===== src/rtl/debug_mem_dumper.sv =====
// -----------------------------------------------------------------------------
// debug_mem_dumper
//
// Purpose:
//   Debug-side reader of the data memory's debug read port. On a start pulse
//   it walks every cell from address 0 to CELDAS-1. For each cell it latches
//   the word once, then streams it MSB byte first over a valid/ready byte
//   interface toward the debug UART transmitter. It never touches the CPU-side
//   address, write or read paths.
//
// Ports:
//   i_clk            system clock, all state changes on posedge
//   i_reset          synchronous active-low reset (0 = reset)
//   i_Start          dump request, only honoured in IDLE
//   o_DebugDireccion address presented to the memory debug read port
//   i_DebugDato      word from the debug read port (combinational from address)
//   o_TxDato         byte offered to the transmitter (MS byte of the snapshot)
//   o_TxValid        o_TxDato is valid
//   i_TxReady        transmitter accepts the byte this cycle
//   o_Busy           dump in progress (state other than IDLE)
//   o_Done           one-cycle pulse after the last byte is accepted
// -----------------------------------------------------------------------------
module debug_mem_dumper #(
  parameter int NBITS  = 32,
  parameter int CELDAS = 16
) (
  input  logic             i_clk,
  input  logic             i_reset,
  input  logic             i_Start,
  output logic [NBITS-1:0] o_DebugDireccion,
  input  logic [NBITS-1:0] i_DebugDato,
  output logic [7:0]       o_TxDato,
  output logic             o_TxValid,
  input  logic             i_TxReady,
  output logic             o_Busy,
  output logic             o_Done
);

  localparam int NBYTES = NBITS / 8;
  localparam int CNT_W  = (NBYTES > 1) ? $clog2(NBYTES) : 1;

  localparam logic [CNT_W-1:0] LAST_BYTE = CNT_W'(NBYTES - 1);
  localparam logic [CNT_W-1:0] CNT_ONE   = CNT_W'(1);
  localparam logic [NBITS-1:0] LAST_ADDR = NBITS'(CELDAS - 1);
  localparam logic [NBITS-1:0] ADDR_ONE  = NBITS'(1);

  typedef enum logic [1:0] {
    IDLE,
    SET_ADDR,
    SEND,
    DONE
  } state_t;

  state_t           state;
  logic [NBITS-1:0] shreg;
  logic [CNT_W-1:0] byte_cnt;

  // The outgoing byte is always the top byte of the snapshot register, so it
  // cannot move while the transmitter stalls: shreg only shifts on a transfer.
  assign o_TxDato = shreg[NBITS-1 -: 8];

  always_ff @(posedge i_clk) begin
    if (!i_reset) begin
      state            <= IDLE;
      o_DebugDireccion <= '0;
      shreg            <= '0;
      byte_cnt         <= '0;
      o_TxValid        <= 1'b0;
      o_Busy           <= 1'b0;
      o_Done           <= 1'b0;
    end else begin
      case (state)
        IDLE: begin
          if (i_Start) begin
            state            <= SET_ADDR;
            o_DebugDireccion <= '0;
            o_Busy           <= 1'b1;
          end
        end

        // One settle cycle for the debug read path, then take the snapshot.
        // Later memory writes cannot reach bytes already in shreg.
        SET_ADDR: begin
          shreg     <= i_DebugDato;
          byte_cnt  <= '0;
          o_TxValid <= 1'b1;
          state     <= SEND;
        end

        SEND: begin
          if (o_TxValid && i_TxReady) begin
            shreg    <= shreg << 8;
            byte_cnt <= byte_cnt + CNT_ONE;
            if (byte_cnt == LAST_BYTE) begin
              o_TxValid <= 1'b0;
              if (o_DebugDireccion < LAST_ADDR) begin
                o_DebugDireccion <= o_DebugDireccion + ADDR_ONE;
                state            <= SET_ADDR;
              end else begin
                o_Done <= 1'b1;
                state  <= DONE;
              end
            end
          end
        end

        // i_Start is not looked at here, so a held start only relaunches
        // after IDLE has been re-entered.
        DONE: begin
          o_Done           <= 1'b0;
          o_Busy           <= 1'b0;
          o_DebugDireccion <= '0;
          state            <= IDLE;
        end

        default: begin
          state <= IDLE;
        end
      endcase
    end
  end

endmodule


===== config.mk =====
export PLATFORM = sky130hd
export DESIGN_NAME = debug_mem_dumper
export DESIGN_NICKNAME = d
export VERILOG_FILES = /design/src/rtl/debug_mem_dumper.sv
export SDC_FILE = /design/constraint.sdc
export NUM_CORES = 1
export LEC_CHECK = 0
export ABC_AREA = 1
export CAP_MARGIN = 10
export CORE_ASPECT_RATIO = 0.9
export CORE_MARGIN = 5
export CORE_UTILIZATION = 45
export DETAILED_ROUTE_END_ITERATION = 12
export PLACE_DENSITY = 0.74
export SYNTH_ARGS = -nofsm -noshare
export SYNTH_HDL_FRONTEND = slang
export SYNTH_SLANG_ARGS = --single-unit

===== constraint.sdc =====
create_clock -name i_clk -period 1.95 [get_ports i_clk]
set_clock_uncertainty 0.05 [all_clocks]
set_input_delay 0.2925 -clock i_clk [delete_from_list [all_inputs] [get_ports i_clk]]
set_output_delay 0.2925 -clock i_clk [all_outputs]
set_load 0.05 [all_outputs]

==> impl_results.md <==
* Outcome: completed
* Maximum number of pins on one net before global-route repair at 32
* Syn avg cell area at 7.71 µm²
* Crit. End Element: primary output
* Count of non-filler cells in the finished layout at 527
* Yosys top cell by area: sky130_fd_sc_hd__dfxtp_1
* Clk Latency, worst-skew pair at 0.34 ns
* Async S/R FF share, synth at 0%
* Final setup violation count at 0
* Die footprint at 7960 µm²
* Leakage power summed over all cells at 1.60 nW
* Die boundary width at 93.5 µm
* Power after layout at 3.64 mW
* Register area share after synthesis at 50.4%
* CP max stage delay at 0.82 ns
* Critical path required time at 1.61 ns
* FF+latch area at 1420 µm²
* Layout overhead on the synthesized area at 37.1%
* Highest attainable clock frequency at 531 MHz
* DRC violation count after routing at 0
* Post-synthesis register bit count at 71
* Final HPWL DP at 4520 µm
* Total clock sinks at 71
* Met1 track demand over resource at 22.0%
* CTS tree: yes
* Number of nets in the layout at 473
* Floorplan die height at 85.1 µm
* Number of synthesis warnings at 0
* Area inside the core boundary at 6110 µm²
* WP buf/inv at 1
* Count of antenna diodes in the layout at 0
* Power per unit of standard cell area at 941 nW/µm²
* Number of enable flip-flop cells after synthesis at 0
* Routability-driven placement congestion ratio at 0.727
* Yosys cell types at 25
* Remaining max-slew budget at the tightest pin at 66.1%
* Wire length of the first global-routing pass at 11200 µm
* Worst Hold Class: reg2reg
* Met2 Usage GRT at 27.0%
* Biggest fanout along the worst timing path at 3
* Hold violation total from the final report at 0
* Primary FF master, synth: sky130_fd_sc_hd__dfxtp_1
* Hold-fix buffers at CTS at 0
* Total number of vias at 2553
* Routed wire per std cell at 12.5 µm
* Pre-CTS setup slack at 0.0844 ns
* Number of buffer cells added on primary ports at 78
* Final critical-path required period at 1.88 ns
* Leftover overflow at the end of global routing at 0
* Total detailed-routing wirelength at 6570 µm
* Initial cell density of the core at 46.1%
* Drt initial violations at 67
* Antenna violations before repair at 0
* Post-synthesis instance area at 2820 µm²
* Worst ir drop on vdd at 0.544 mV
* Std-Cell Rows at 27
* ANT nets after route at 0
* Count of buffers added by post-CTS timing repair for setup at 0
* Most congested layer reported by global routing: met2
* Hold_ws at 0.403 ns
* Critical path arrival at 1.54 ns
* Multi-input combinational cell area at 1190 µm²
* Count leader, synth: sky130_fd_sc_hd__nand2_1
* Detailed-route vias per instance at 4.84
* Worst Tran Pin Value at 0.508 ns
* Leading cell types by count after synthesis: sky130_fd_sc_hd__nand2_1, sky130_fd_sc_hd__dfxtp_1, sky130_fd_sc_hd__nor2_1
* Top-Level Pins at 79
* Period utilization at 96.5%
* # placed instances at 511
* Global routing usage summed across all routing layers at 17.6%
* H-Tree Level Count at 3
* TritonCTS buffer count at 9
* Ratio of cells with drive above 1 in the final layout at 9.09%
* Filler Cell Count at 582
* Setup TNS at 0 ns
* Net Count, Synth at 404
* Area share of the leading cell type in the synthesized netlist at 50.4%
* Buffers from clock root to sink, at most at 2
* Cells along the critical path: clkdlybuf4s50_1
* Library cell used as clock root buffer: sky130_fd_sc_hd__clkbuf_8
* Highest-delay cell along the critical path: sky130_fd_sc_hd__clkdlybuf4s50_1
* Start-to-end type of the worst setup path: reg2out
* Family with the most delay on the worst path: buffers and inverters
* Clk pin slew, worst setup/hold paths at 0.07 ns
* Top cells by area in the synthesized netlist: sky130_fd_sc_hd__dfxtp_1, sky130_fd_sc_hd__nand2_1, sky130_fd_sc_hd__nor2_1
* Syn Inst Count at 366
* Kind of start point of the critical path: flop
* Number of optimization iterations in the first detailed-route pass at 4
* Min setup slack post-route at 0.0681 ns
* Unrepaired setup endpoints after global routing: false
* Vias in the first global route at 2471
* Met3 usage at 8.60%
* # resized after CTS at 0
* Max-capacitance violation count at 0
* Final Max Tran Viols at 0
==> power breakdown <==
group	internal [mW]	switching (mW)
clock	0.764	0.510
sequential	1.56	0.0618
combinational	0.290	0.453
total	2.61	1.02
==> routing by layer <==
metal  routed length (µm)  part of all wire [%]  up-vias
met5                    0                     0        -
met1                 2910                    44     1152
met2                 3030                    46       72
met4                   74                   1.1        0
met3                  550                   8.4        8
li1                     -                     -     1321
==> placed cells by master (no fill, tap or decap), types with 3 or more instances in the layout <==
cell type                           n
sky130_fd_sc_hd__a31oi_1           24
sky130_fd_sc_hd__clkdlybuf4s50_1   71
sky130_fd_sc_hd__nand3_1            6
sky130_fd_sc_hd__nor2_1            52
sky130_fd_sc_hd__o21ai_1           25
sky130_fd_sc_hd__o21ai_0            3
sky130_fd_sc_hd__buf_12             3
sky130_fd_sc_hd__clkbuf_8          14
sky130_fd_sc_hd__a21oi_1           17
sky130_fd_sc_hd__nand2_1          116
sky130_fd_sc_hd__buf_4             10
sky130_fd_sc_hd__dfxtp_1           71
sky130_fd_sc_hd__dlymetal6s2s_1     3
sky130_fd_sc_hd__inv_1              5
==> metrics by stage <==
stage | area [µm²] | util, %
final | 3870 | 63.2
after floorplan | 2820 | -
after detailed placement | 3620 | 59.3
after global routing | 3870 | 63.2
after CTS | 3850 | 63.0
after global placement | 3620 | 59.3
==> final timing paths <==
kind	depth (start not counted)	end	slack [ns]	startpoint
max	1	o_DebugDireccion[18]	0.07	o_DebugDireccion[18]$_SDFFE_PN0P_
min	2	o_DebugDireccion[27]$_SDFFE_PN0P_	0.40	o_DebugDireccion[27]$_SDFFE_PN0P_
max reg2reg	9	shreg[9]$_SDFFE_PN0P_	0.21	state[1]$_SDFFE_PN0P_
min reg2reg	2	o_DebugDireccion[27]$_SDFFE_PN0P_	0.40	o_DebugDireccion[27]$_SDFFE_PN0P_
==> final cells by class <==
class / instances / share of cell area (%)
well taps: 87 / 2.81
flip-flops and latches: 71 / 36.8
repair buffers: 87 / 22.8
multi-input cells: 257 / 30.7
inverters: 9 / 1.00
clock inverters: 2 / 0.906
clock buffers: 14 / 4.98
==> sequential cells by signal, summed over array words and instances, names as in the netlist <==
name and count:
state 2, o_Done 1, byte_cnt 2, shreg 32, o_DebugDireccion 32, o_TxValid 1, o_Busy 1
==> cells by family after synthesis <==
group	count (synthesis)	share of synthesized area [%]
adders and majority gates	2	0.887
buffers and inverters	38	7.85
AOI/OAI and AO/OA	71	13.8
and+or+nand+nor	182	26.5
DFF	71	50.4
xor gates and xnor gates	2	0.621
No activity file was read; power rests on OpenSTA's default activity.
